**config.mk**
```make
export PLATFORM = sky130hd
export DESIGN_NAME = hazard_ctrl
export DESIGN_NICKNAME = d
export VERILOG_FILES = /design/src/rtl/pipe_pkg.sv /design/src/rtl/sat_counter.sv /design/src/rtl/hazard_ctrl.sv
export SDC_FILE = /design/constraint.sdc
export NUM_CORES = 1
export LEC_CHECK = 0
export CORE_ASPECT_RATIO = 0.9
export CORE_UTILIZATION = 53
export CTS_BUF_LIST = sky130_fd_sc_hd__clkbuf_8
export DETAILED_ROUTE_END_ITERATION = 7
export PLACE_DENSITY = 0.85
export SKIP_LAST_GASP = 1
export SLEW_MARGIN = 0
export SYNTH_ARGS = -nofsm -noshare
export SYNTH_HDL_FRONTEND = slang
export SYNTH_HIERARCHICAL = 1
export SYNTH_SLANG_ARGS = --single-unit
```
**constraint.sdc**
```tcl
create_clock -name clk -period 3.1 [get_ports clk]
set_input_delay 0.465 -clock clk [delete_from_list [all_inputs] [get_ports clk]]
set_output_delay 0.465 -clock clk [all_outputs]
set_load 0.01 [all_outputs]
```
**src/rtl/pipe_pkg.sv**
```systemverilog
// pipe_pkg: definitions shared by the pipeline control logic.
//   action_e      - per-cycle hazard action (RUN, STALL, FLUSH, FREEZE)
//   REG_ZERO      - architectural register $zero; never a real dependency
//   CTRL_ZERO_ON  - level of a flush/bubble strobe that makes a pipeline
//                   register load all-zero control bits (a nop)
package pipe_pkg;

    typedef enum logic [1:0] {
        RUN    = 2'd0,
        STALL  = 2'd1,
        FLUSH  = 2'd2,
        FREEZE = 2'd3
    } action_e;

    localparam logic [4:0] REG_ZERO = 5'd0;

    // Flush/bubble inputs on the pipeline registers are active-high.
    localparam logic CTRL_ZERO_ON  = 1'b1;
    localparam logic CTRL_ZERO_OFF = 1'b0;

endpackage

```
**src/rtl/sat_counter.sv**
```systemverilog
// sat_counter: event counter that sticks at all-ones.
//   clk   - clock, rising edge
//   rst_n - asynchronous active-low reset, clears count
//   clr   - synchronous clear, wins over inc
//   inc   - count one event this cycle
//   count - current value
module sat_counter #(
    parameter int unsigned W = 32
) (
    input  logic         clk,
    input  logic         rst_n,
    input  logic         clr,
    input  logic         inc,
    output logic [W-1:0] count
);

    logic [W-1:0] r_count;
    logic [W-1:0] w_count_d;

    always_comb begin
        w_count_d = r_count;
        if (clr) begin
            w_count_d = '0;
        end else if (inc && (r_count != {W{1'b1}})) begin
            w_count_d = r_count + 1'b1;
        end
    end

    always_ff @(posedge clk or negedge rst_n) begin
        if (!rst_n) begin
            r_count <= '0;
        end else begin
            r_count <= w_count_d;
        end
    end

    assign count = r_count;

endmodule

```
**src/rtl/hazard_ctrl.sv**
```systemverilog
// hazard_ctrl: hazard and sequencing control for the five-stage pipeline.
// Each cycle picks one action in priority order FREEZE > FLUSH > STALL > RUN
// and drives the load/flush strobes of PC, IF/ID, ID/EX and EX/MEM
// combinationally from it.
//   clk, rst_n              - clock, asynchronous active-low reset
//   id_rs, id_rt, id_uses_rt - source fields of the instruction in ID
//   ex_MemRead, ex_rt       - load indication and destination in ID/EX
//   mem_branch_taken        - resolved taken branch in EX/MEM
//   mem_busy                - data memory wait state
//   cnt_clr                 - synchronous clear of the event counters
//   pc_write .. exmem_flush - pipeline register controls
//   state                   - action taken in the previous cycle
//   stall_cnt, flush_cnt, freeze_cnt - saturating event counters
module hazard_ctrl
    import pipe_pkg::*;
#(
    parameter int unsigned CNT_W = 32
) (
    input  logic             clk,
    input  logic             rst_n,
    input  logic [4:0]       id_rs,
    input  logic [4:0]       id_rt,
    input  logic             id_uses_rt,
    input  logic             ex_MemRead,
    input  logic [4:0]       ex_rt,
    input  logic             mem_branch_taken,
    input  logic             mem_busy,
    input  logic             cnt_clr,
    output logic             pc_write,
    output logic             pc_src,
    output logic             ifid_write,
    output logic             ifid_flush,
    output logic             idex_write,
    output logic             idex_bubble,
    output logic             exmem_write,
    output logic             exmem_flush,
    output logic [1:0]       state,
    output logic [CNT_W-1:0] stall_cnt,
    output logic [CNT_W-1:0] flush_cnt,
    output logic [CNT_W-1:0] freeze_cnt
);

    action_e r_state;
    action_e w_action;
    logic    w_hazard;

    // Load-use: the load in EX writes a register the ID instruction reads.
    always_comb begin
        w_hazard = ex_MemRead && (ex_rt != REG_ZERO) &&
                   ((ex_rt == id_rs) || (id_uses_rt && (ex_rt == id_rt)));
    end

    // A taken branch is ignored for one cycle after a FLUSH: EX/MEM then holds
    // the bubble we inserted. During FREEZE EX/MEM holds, so the branch is
    // simply seen again once the memory is ready.
    always_comb begin
        w_action = RUN;
        if (mem_busy) begin
            w_action = FREEZE;
        end else if (mem_branch_taken && (r_state != FLUSH)) begin
            w_action = FLUSH;
        end else if (w_hazard) begin
            w_action = STALL;
        end
    end

    always_comb begin
        pc_write    = 1'b1;
        pc_src      = 1'b0;
        ifid_write  = 1'b1;
        ifid_flush  = CTRL_ZERO_OFF;
        idex_write  = 1'b1;
        idex_bubble = CTRL_ZERO_OFF;
        exmem_write = 1'b1;
        exmem_flush = CTRL_ZERO_OFF;
        unique case (w_action)
            RUN: begin
            end
            STALL: begin
                pc_write    = 1'b0;
                ifid_write  = 1'b0;
                idex_bubble = CTRL_ZERO_ON;
            end
            FLUSH: begin
                pc_src      = 1'b1;
                ifid_flush  = CTRL_ZERO_ON;
                idex_bubble = CTRL_ZERO_ON;
                exmem_flush = CTRL_ZERO_ON;
            end
            FREEZE: begin
                pc_write    = 1'b0;
                ifid_write  = 1'b0;
                idex_write  = 1'b0;
                exmem_write = 1'b0;
            end
            default: begin
            end
        endcase
    end

    always_ff @(posedge clk or negedge rst_n) begin
        if (!rst_n) begin
            r_state <= RUN;
        end else begin
            r_state <= w_action;
        end
    end

    assign state = r_state;

    sat_counter #(.W(CNT_W)) u_stall_cnt (
        .clk   (clk),
        .rst_n (rst_n),
        .clr   (cnt_clr),
        .inc   (w_action == STALL),
        .count (stall_cnt)
    );

    sat_counter #(.W(CNT_W)) u_flush_cnt (
        .clk   (clk),
        .rst_n (rst_n),
        .clr   (cnt_clr),
        .inc   (w_action == FLUSH),
        .count (flush_cnt)
    );

    sat_counter #(.W(CNT_W)) u_freeze_cnt (
        .clk   (clk),
        .rst_n (rst_n),
        .clr   (cnt_clr),
        .inc   (w_action == FREEZE),
        .count (freeze_cnt)
    );

endmodule

```
Word-level counts from Yosys, hierarchy flattened:

Index checks and enable logic that the tools add are counted.

* output and inout port bits: 106
* bits in registers: 98

* reductions and logical operators: 14
* add/subtract/negate cells: 3
* mux-type cells: 13
* equality and inequality tests: 9

Operators by type and width (count)
* $mux 32: 6
* $add 32x1->32 const B: 3
* $ne 32x32->1 const B: 3
* $eq 5x5->1: 2
* $logic_and 1x1->1: 7
* $reduce_bool 2->1: 3
* $mux 1: 5
* $reduce_bool 5->1: 1
* $eq 2x2->1 const B: 2
* $mux 2: 2
* $reduce_or 2->1: 2
* $eq 2x1->1 const B: 1
* $ne 2x2->1 const B: 1
* $logic_or 1x1->1: 1

Logic depth before layout (Yosys ltp):

* depth in word-level cells: 11
* depth in mapped cells: 12
* gate-level depth less buffers: 10

By module:

The synthesis kept the hierarchy.

By module, submodules not included
* sat_counter: cells an instance 198, times used 3, area an instance 1854.3 um2
* hazard_ctrl: cells an instance 36, times used 1, area an instance 304.0 um2

Least setup slack after synthesis:

Ideal clock, no wire load.

* kind: input-to-reg
* start: input id_rt[4]
* end: register u_flush_cnt.r_count[31] (netlist: u_flush_cnt/count[31])
* data arrival time: 2.758 ns
* setup slack: 0.218 ns
* stages on the path: 11
* library setup time: 0.125 ns
* cell sequence: xnor2_1 nand4_1 o22ai_2 a41oi_1 ha_1 and3_1 nand4_1 a21o_1 buf_2 nor4_1 mux2_2

* word-level cells in the longest chain between the ends: 10

RTL lines
* start, declared: line hazard_ctrl.sv:22 `input logic [4:0] id_rt,`
* $eq 5x5->1: line hazard_ctrl.sv:50 `((ex_rt == id_rs) || (id_uses_rt && (ex_rt == id_rt)));`
* $logic_and 1x1->1: line hazard_ctrl.sv:50
* $logic_or 1x1->1: line hazard_ctrl.sv:50
* $logic_and 1x1->1: line hazard_ctrl.sv:49 `w_hazard = ex_MemRead && (ex_rt != REG_ZERO) &&`
* $mux 1: line hazard_ctrl.sv:62 `end else if (w_hazard) begin`
* $mux 2: line hazard_ctrl.sv:60 `end else if (mem_branch_taken && (r_state != FLUSH)) begin`
* $mux 2: line hazard_ctrl.sv:58 `if (mem_busy) begin`
* $eq 2x2->1: line hazard_ctrl.sv:123 `.inc (w_action == FLUSH),`
* $logic_and 1x1->1: line sat_counter.sv:24 `end else if (inc && (r_count != {W{1'b1}})) begin`
* $reduce_bool 2->1 (no line)
* end signal, assigned: line sat_counter.sv:33 `r_count <= w_count_d;`
* end, declared: line sat_counter.sv:17 `logic [W-1:0] r_count;`

Every way passes these cells.
A chain may end at the register's enable or synchronous reset.

Final worst setup path:

* start: input ex_rt[1]
* end: output ifid_flush

* word-level cells in the longest chain between the ends: 9
* elaborated cells on any way between the ends: 12
* classes of those cells: eq/ne: 3; mux: 4; reduce/logical: 5

RTL lines
* start, declared: line hazard_ctrl.sv:25 `input logic [4:0] ex_rt,`
* $eq 5x5->1: line hazard_ctrl.sv:50
* $logic_and 1x1->1: line hazard_ctrl.sv:50
* $logic_or 1x1->1: line hazard_ctrl.sv:50
* $logic_and 1x1->1 (*): line hazard_ctrl.sv:49
* $mux 1 (*): line hazard_ctrl.sv:62
* $mux 2 (*): line hazard_ctrl.sv:60
* $mux 2 (*): line hazard_ctrl.sv:58
* $eq 2x2->1 (*): line hazard_ctrl.sv:76 `unique case (w_action)`
* $mux 1 (*): line hazard_ctrl.sv:76
* end, declared: line hazard_ctrl.sv:32 `output logic ifid_flush,`

Mark *: on every way between the ends. The rest lies on a longest branch, timed or not.

==> impl_metrics.csv <==
group,metric,value,unit
outcome,outcome,"finished, final reports clean",
placement,portBuffers,127,
timing,hold_viol,0,
worst_setup_path,cp_slowest_cell,"clkdlybuf4s50_1",
clocking,cts_root_buf,"clkbuf_8",
yosys,ys_types,44,
timing,finalCriticalPeriod,3.02,ns
global_route,gr-usage-met3,4.09,%
global_route,top_usage_layer,"met2",
floorplan,die_w,113,um
min_path,hp-class,"input pin to async pin",
worst_setup_path,crit_type,"input pin to output port",
clocking,htreeDepth,3,
yosys,syn_inst,630,
yosys,synthSimpleGateAreaFrac,29.6,%
placement,postPlaceCellArea,7330,um2
global_route,gr-usage-met1,35.5,%
routing,ant_nets,0,
timing,slew_viol_final,0,
yosys,avgSynthCellArea,9.31,um2
routing,wl,15.3,mm
timing,tns,0,ns
routing,first_iter_violations,340,
worst_setup_path,required,2.63,ns
yosys,synth_edf_count,0,
yosys,synth_top_family_by_area,"simple AND/OR/NAND/NOR gates",
placement,gp_congestion,0.883,
pwr,ir_worst_vdd,0.203,mV
placement,preCtsSetupSlack,-0.291,ns
finish,final_area,7570,um2
yosys,netlist_top_cells_area,"dfrtp_1 (42%), xnor2_1 (6.0%), nor2_1 (5.1%), nand3_1 (3.2%), mux2_2 (2.9%)",
global_route,grt_pass1_vias,5331,
clocking,clk_latency,0.38,ns
worst_setup_path,max_stage_delay,0.55,ns
global_route,grt_max_degree,57,
clocking,clk_pin_slew,0.09,ns
clocking,numCtsBuffers,9,
timing,setup_violations,0,
worst_setup_path,worst_ep_arrival_time,2.55,ns
yosys,synth-main-ff-cell,"dfrtp_1",
worst_setup_path,path_cells,"clkdlybuf4s50_1 > xnor2_1 > nand3_1 > o22ai_2 > a41oi_1 > ha_1 > buf_4 > clkdlybuf4s50_1",
clocking,cts_buffer_depth,2,
timing,setup_ws,0.0811,ns
floorplan,core,10800,um2
yosys,ys_ff_latch,98,
finish,nNetsFinal,790,
global_route,overflow,0,
yosys,synth_warnings,6,
routing,vias,5411,
yosys,muxShareOfSynthArea,4.16,%
timing,slew_headroom,54.0,%
routing,drtPass1Iterations,5,
finish,antenna_cells,0,
yosys,synth_xor_xnor_area_share,7.31,%
yosys,synthMostInstantiatedCell,"dfrtp_1",
timing,whs,0.0960,ns
finish,finalNonFillerCells,900,
floorplan,die_y,102,um
routing,drc,0,
clocking,cts_tree,"built",
timing,finClkSkew,0.0162,ns
worst_setup_path,end_kind,"output port",
global_route,grt_pass1_wl,25.3,mm
yosys,synth_area_leader_cell,"dfrtp_1",
pwr,powerDensity,328,nW/um2
placement,placedCellCount,884,
yosys,syn_area,5870,um2
yosys,seq_area_frac_synth,41.8,%
routing,routed_wire_length_per_instance,16.9,um
floorplan,io_pins,128,
yosys,synth-compound-area-share,12.1,%
yosys,ys_top_cells_by_count,"dfrtp_1 (98), nor2_1 (79), xnor2_1 (40)",
timing,fmax,331,MHz
global_route,track_usage,27.6,%
floorplan,die-area,11500,um2
finish,post-route-util,70.0,%
worst_setup_path,startpoint_type,"input pin",
finish,syn_to_final_growth,29.0,%
timing,fin_crit_sh,97.4,%
yosys,synth_fa_ha_area_share,1.28,%
yosys,synth_nets,658,
finish,drive_gt1_share,11.3,%
global_route,grt_util_met2,47.5,%
clocking,clock-sinks,98,
yosys,synth.top_cell.area_share,41.8,%
global_route,antenna_found_initial,0,
worst_setup_path,worstPathMaxFanout,6,
pwr,leakage,3.01,nW
routing,viasPerCell,6.01,
timing,rsz0062_at_grt,"no",
yosys,synth-async-reset-ratio,100,%
pwr,power,2.49,mW
floorplan,row_count,36,
placement,dp_hpwl,11.0,mm
worst_setup_path,cpMostUsedCell,"clkdlybuf4s50_1",
timing,tightest_slew,0.684,ns
finish,fillers,847,
floorplan,initial_core_util,54.3,%
job,drv_cap,0,
-- placed cells by master, fill, tap and decap left out, types with 4 or more instances in the layout --
cell type / count
a211oi_1: 15
a21o_1: 8
a21oi_1: 33
a31o_2: 6
a41oi_1: 4
and2_1: 9
and3_1: 21
buf_4: 21
clkbuf_8: 9
clkdlybuf4s50_1: 125
dfrtp_1: 98
ha_1: 6
inv_1: 26
mux2_2: 15
nand2_1: 36
nand2b_1: 7
nand3_1: 37
nand4_1: 19
nor2_1: 79
nor2b_1: 18
nor3_1: 12
nor4_1: 12
nor4_2: 6
o21ai_0: 13
o31ai_1: 9
or3_1: 15
or4_1: 9
xnor2_1: 40
xor2_1: 9
-- critical path: cells and delay by family --
kind / cells / cell delay [ns]
AOI/OAI and AO/OA: 2 / 0.38
xor gates and xnor gates: 1 / 0.15
adders and majority gates: 1 / 0.26
buffers and inverters: 3 / 1.19
and+or+nand+nor: 1 / 0.12
-- timing repair --
item                                    in CTS  in global routing
setup buffers                                0                  0
hold buffers                                 0                  0
resized for setup                            0                  2
endpoints found under the setup margin       0                  1
-- per-layer routing --
| metal | wire, um | part of all wire, % |
|---|---|---|
| met4 | 276 | 1.8 |
| met2 | 7600 | 50 |
| met1 | 6640 | 44 |
| met5 | 0 | 0 |
| met3 | 739 | 4.8 |
-- flip-flops by register name, indices dropped and copies added (netlist names) --
signal	count
u_flush_cnt/count	32
u_freeze_cnt/count	32
state	2
u_stall_cnt/count	32
-- power by group --
group	switching [mW]	internal, mW
Clock	0.451	0.529
Sequential	0.0114	1.29
Combinational	0.114	0.0966
Total	0.576	1.91
-- area by class of cell --
cell class,count,area (um2),area share (%)
Multi-Input combinational cell,482,3200,42.3
Tap cell,133,166,2.20
Clock inverter,7,110,1.45
Clock buffer,9,124,1.64
Inverter,24,90.1,1.19
Sequential cell,98,2450,32.4
Timing Repair Buffer,147,1430,18.9
-- logic make-up (layout without fill, tap and decap cells) --
logic type	Yosys count	after routing
multiplexers	21	21
buffers and inverters	50	187
AND/OR/NAND/NOR	305	305
flip-flops	98	98
XOR/XNOR	49	49
AO/OA/AOI/OAI	101	101
adder cells (fa/ha/maj)	6	6
-- path summary, 6_finish.rpt --
check,start,to,slack [ns],cells past startpoint
max in group asynchronous,rst_n,u_stall_cnt/count[18],2.33,2
min,rst_n,u_flush_cnt/count[23],0.1,1
min in group clk,cnt_clr,u_stall_cnt/count[2],0.57,2
max reg2reg,state[1],u_stall_cnt/count[29],0.47,10
max,ex_rt[1],ifid_flush,0.08,8
min reg2reg,u_flush_cnt/count[30],u_flush_cnt/count[30],0.60,2
Power figures use the tool's default switching activity.
==> RTL change 1, RTL diff (same settings) <==
Set the parameter `CNT_W` to 16 (it was 32).
--- a/src/rtl/hazard_ctrl.sv
+++ b/src/rtl/hazard_ctrl.sv
@@ -14,7 +14,7 @@
 module hazard_ctrl
     import pipe_pkg::*;
 #(
-    parameter int unsigned CNT_W = 32
+    parameter int unsigned CNT_W = 16
 ) (
     input  logic             clk,
     input  logic             rst_n,
Ports: changed (resized flush_cnt, freeze_cnt and stall_cnt); port bits go from 128 to 80. The function was not compared with the original's and may differ.
==> RTL change 1 against the original RTL <==
Fmax rose by 1.8%. Total power decreased by 47%. Setup slack improved by 54 ps. Global-route usage shrank 1.9 points. Design area fell by 46%. Sequential cell count is 48 lower. Synthesized area is 47% lower. Wire length is 49% lower.
==> RTL change 1: results (changes against the original RTL) <==
status=finished clean (unchanged); largest cells by area after synthesis=dfrtp_1, a21oi_1, o31ai_1 (was dfrtp_1, xnor2_1, nor2_1); Post-Layout Cell Count=479 (was 900); CP max FO=5 (was 6); final wirelength=7.84 mm (was 15.3 mm); placed insts=471 (was 884); PortBufs=79 (was 127); first drt pass iteration count=4 (was 5); gpl congestion=0.827 (was 0.883); CTS buffer count=5 (was 9); yosys warns=6 (unchanged); Synth top cells by count=dfrtp_1, a21oi_1, nand2_1, o31ai_1, nand4_1 (was dfrtp_1, nor2_1, xnor2_1, nand3_1, nand2_1); layout cells sized above 1=12.2% (was 11.3%); mux share of post-synthesis cell area=4.32% (was 4.16%); LEAKAGE=1.62 nW (was 3.01 nW); post-synthesis instance total=330 (was 630); initial DRC count=144 (was 340); HP Class=in2async (unchanged); first-pass GRT wire length=13.0 mm (was 25.3 mm); ant diodes=0 (unchanged); H-tree depth=2 (was 3); Synth cell types=34 (was 44); Synth Area in Compound Gates=16.1% (was 12.1%); Worst-path clk slew=110 ps (was 90 ps); Adder-Cell Fraction of Synth Area=2.40% (was 1.28%); Clock Skews=12.8 ps (was 16.2 ps); # nets final=436 (was 790); worst skew pair latency=310 ps (was 380 ps); post-CTS sizing=0 (unchanged); delay-heaviest family, CP=buffers and inverters (unchanged); CP max stage cell=clkdlybuf4s50_1 (unchanged); largest net degree at the start of global routing=50 (was 57); Arr. time, crit path=2500 ps (was 2550 ps); Async S/R FF share, synth=100% (unchanged); Final HPWL DP=5.69 mm (was 11.0 mm); initial antenna violation count=0 (unchanged); Top FF cell, synth=dfrtp_1 (unchanged); drt via density=6.23 (was 6.01); CP peak stage delay=560 ps; xor-xnor portion of the synthesized cell area=2.80% (was 7.31%); Max IR drop VDD=0.000256 V (was 0.000203 V); vias in the first global route=2,786 (was 5,331); Synth Net Count=358 (was 658); Slew HR=42.0% (was 54.0%); CTS Buffer Depth=2 (unchanged); register area share after synthesis=40.0% (was 41.8%); Clock Tree Root=clkbuf_8 (unchanged); number of setup buffers added after CTS=0 (unchanged); All-Layer GR Usage=25.7% (was 27.6%)
==> RTL change 1: cell count changes after synthesis, moves of 12 or more <==
cell,before,now
a211oi_1,15,0
and3_1,21,6
dfrtp_1,98,50
inv_1,24,12
mux2_1,0,12
mux2_2,15,0
nand2_1,36,21
nand3_1,37,10
nor2_1,79,13
o31ai_1,9,21
xnor2_1,40,10
==> RTL change 1: final timing paths <==
check                                             startpoint                           endpoint  slack [ps]  cells after the start
setup / recovery                                    ex_rt[1]                         ifid_flush         140                      7
hold / removal                                         rst_n  u_freeze_cnt/count[7]$_DFFE_PN0P_          40                      1
setup reg to reg                          state[1]$_DFF_PN0_   u_stall_cnt/count[3]$_DFFE_PN0P_         610                      8
hold reg to reg            u_stall_cnt/count[14]$_DFFE_PN0P_  u_stall_cnt/count[14]$_DFFE_PN0P_         610                      2
max in group asynchronous                              rst_n   u_stall_cnt/count[0]$_DFFE_PN0P_        2460                      2
min in group clk           u_stall_cnt/count[14]$_DFFE_PN0P_  u_stall_cnt/count[14]$_DFFE_PN0P_         610                      2
==> RTL change 1: cells by family after synthesis <==
logic type               after synthesis
AND/OR/NAND/NOR                      143
XOR/XNOR                              10
multiplexers                          12
buffers and inverters                 32
adder cells (fa/ha/maj)                6
flip-flops                            50
AO/OA/AOI/OAI                         77
==> RTL change 1: per-stage QoR <==
step | setup slack [ps] | instance area (um^2)
2_1_floorplan | 467 | 3130
3_3_place_gp | 133 | 3980
3_5_place_dp | -31.3 | 3980
4_1_cts | 150 | 4090
5_1_grt | 40.1 | 4090
6_report | 135 | 4090
==> RTL change 1: metal layers <==
metal,track usage [%],share of wire [%],vias up
li1,-,-,1418
met1,34.5,45,1455
met5,0,0,-
met2,43.1,49,96
met4,9.39,1.5,0
met3,4.06,4.5,13
==> RTL change 1: report_power, final <==
group,switching [mW],internal [mW],total (mW),leakage (nW)
Combinational,0.0852,0.0781,0.163,0.873
Clock,0.238,0.245,0.484,0.0587
Sequential,0.00788,0.658,0.666,0.690
Total,0.332,0.981,1.31,1.62
==> RTL change 1: area by class of cell <==
class	instances	area, um^2
Tap cell	70	87.6
Multi-Input combinational cell	248	1720
Sequential cell	50	1250
Timing Repair Buffer	91	871
Fill cell	449	1600
Clock buffer	5	68.8
Clock inverter	3	47.5
Inverter	12	45.0
==> RTL change 2, RTL diff (same settings) <==
Made on the original files. Reset style: synchronous (`rst_n`), changed in 2 clocked blocks. Comments in the files are not updated.
--- a/src/rtl/sat_counter.sv
+++ b/src/rtl/sat_counter.sv
@@ -26,7 +26,7 @@
         end
     end
 
-    always_ff @(posedge clk or negedge rst_n) begin
+    always_ff @(posedge clk) begin
         if (!rst_n) begin
             r_count <= '0;
         end else begin
--- a/src/rtl/hazard_ctrl.sv
+++ b/src/rtl/hazard_ctrl.sv
@@ -98,7 +98,7 @@
         endcase
     end
 
-    always_ff @(posedge clk or negedge rst_n) begin
+    always_ff @(posedge clk) begin
         if (!rst_n) begin
             r_state <= RUN;
         end else begin
Function: differs if rst_n is asserted again (counterexample within 4 cycles, from zero or initial values and one cycle with rst_n low); with rst_n held inactive, the same outputs for 10 cycles.
==> RTL change 2 against the original RTL <==
Synthesized cell count rose by 2.4%. Die area fell by 9.7%. Final cell count fell by 0.44%. Hold slack improved by 400 ps. Largest cell class unchanged. Sequential cell count did not move. Synthesized area fell by 9.9%. Wire length fell by 3.3%. Design area fell by 9.3%. Total power fell by 9.6%. Critical endpoint is now pc_write. Setup slack improved by 73 ps.
==> RTL change 2: results (changes against the original RTL) <==
status=finished clean (unchanged); Max IR drop VDD=0.000264 V (was 0.000203 V); drt via density=6.28 (was 6.01); xor-xnor portion of the synthesized cell area=6.13% (was 7.31%); CP peak stage delay=500 ps (was 550 ps); largest net degree at the start of global routing=31 (was 57); HP Class=reg2reg (was in2async); All-Layer GR Usage=28.6% (was 27.6%); Clock Skews=12.3 ps (was 16.2 ps); Worst-path clk slew=90 ps (about the same); vias in the first global route=5,296 (was 5,331); Final HPWL DP=10.9 mm (was 11.0 mm); CP max FO=4 (was 6); Synth Net Count=670 (was 658); register area share after synthesis=37.1% (was 41.8%); Synth Area in Compound Gates=18.5% (was 12.1%); RR Startpoint=u_flush_cnt/count[16]$_SDFFE_PP0P_ (was state[1]$_DFF_PN0_); worst-margin pin slew=866 ps (was 684 ps); LEAKAGE=2.09 nW (was 3.01 nW); Synth top cells by count=dfxtp_1, a21oi_1, nor2_1, nand2_1, or3_1 (was dfrtp_1, nor2_1, xnor2_1, nand3_1, nand2_1); Arr. time, crit path=2480 ps (was 2550 ps); # nets final=790 (unchanged); r2r endpoint=u_flush_cnt/count[9]$_SDFFE_PP0P_ (was u_stall_cnt/count[29]$_DFFE_PN0P_); Async S/R FF share, synth=0% (was 100%); r2r setup slk=650 ps (was 470 ps); R2R depth=5 (was 10); largest cells by area after synthesis=dfxtp_1, a21oi_1, or3_1 (was dfrtp_1, xnor2_1, nor2_1); worst setup path start=ex_rt[0] (was ex_rt[1]); Synth cell types=46 (was 44); first-pass GRT wire length=24.4 mm (was 25.3 mm); initial DRC count=393 (was 340); Top FF cell, synth=dfxtp_1 (was dfrtp_1); worst skew pair latency=360 ps (was 380 ps); Adder-Cell Fraction of Synth Area=0.710% (was 1.28%)
==> RTL change 2: cell types whose count changed after synthesis, moves of 12 or more <==
cell / delta
dfrtp_1: -98
nor2b_1: -15
mux2_2: -15
dfxtp_1: +98
nand4_1: +23
or3_1: +30
inv_1: -16
o21ai_1: +30
a21oi_1: +30
xnor2_1: -12
nor2_1: -29
==> RTL change 2: layout make-up <==
class | instances | area [um^2]
multi-input cells | 510 | 3150
flip-flops and latches | 98 | 1960
inverters | 8 | 30.0
clock buffers | 9 | 124
well taps | 126 | 158
repair buffers | 138 | 1370
fillers | 783 | 2830
clock inverters | 7 | 76.3
==> RTL change 2: metrics by stage <==
| step | hold WS (ps) | util, % | instance area, um^2 | cells | setup WS, ps |
|---|---|---|---|---|---|
| 6_report | 494 | 70.8 | 6870 | 896 | 154 |
| 3_3_place_gp | 470 | 68.7 | 6670 | 880 | 85.0 |
| 2_1_floorplan | 498 | - | 5290 | 645 | 428 |
| 4_1_cts | 498 | 70.8 | 6870 | 896 | 136 |
| 5_1_grt | 533 | 70.8 | 6870 | 896 | 62.7 |
| 3_5_place_dp | 480 | 68.7 | 6670 | 880 | -158 |
==> RTL change 2: power by group <==
group / internal (mW) / total [mW] / switching, mW / leakage (nW)
clock network: 0.379 / 0.841 / 0.461 / 0.102
registers: 1.26 / 1.26 / 0.00324 / 0.790
logic: 0.0632 / 0.143 / 0.0802 / 1.20
==> RTL change 2: layer usage <==
layer  track usage [%]  share of wire (%)  wire length [um]
met2              48.5                 49              7260
met4              10.5                2.6               376
met1              36.7                 42              6160
met5                 0                  0                 0
met3              4.11                6.4               946
==> RTL change 2: cells by family after synthesis <==
family,count (synthesis)
and+or+nand+nor,309
AOI/OAI and AO/OA,158
DFF,98
xor gates and xnor gates,37
buffers and inverters,37
muxes,3
adders and majority gates,3
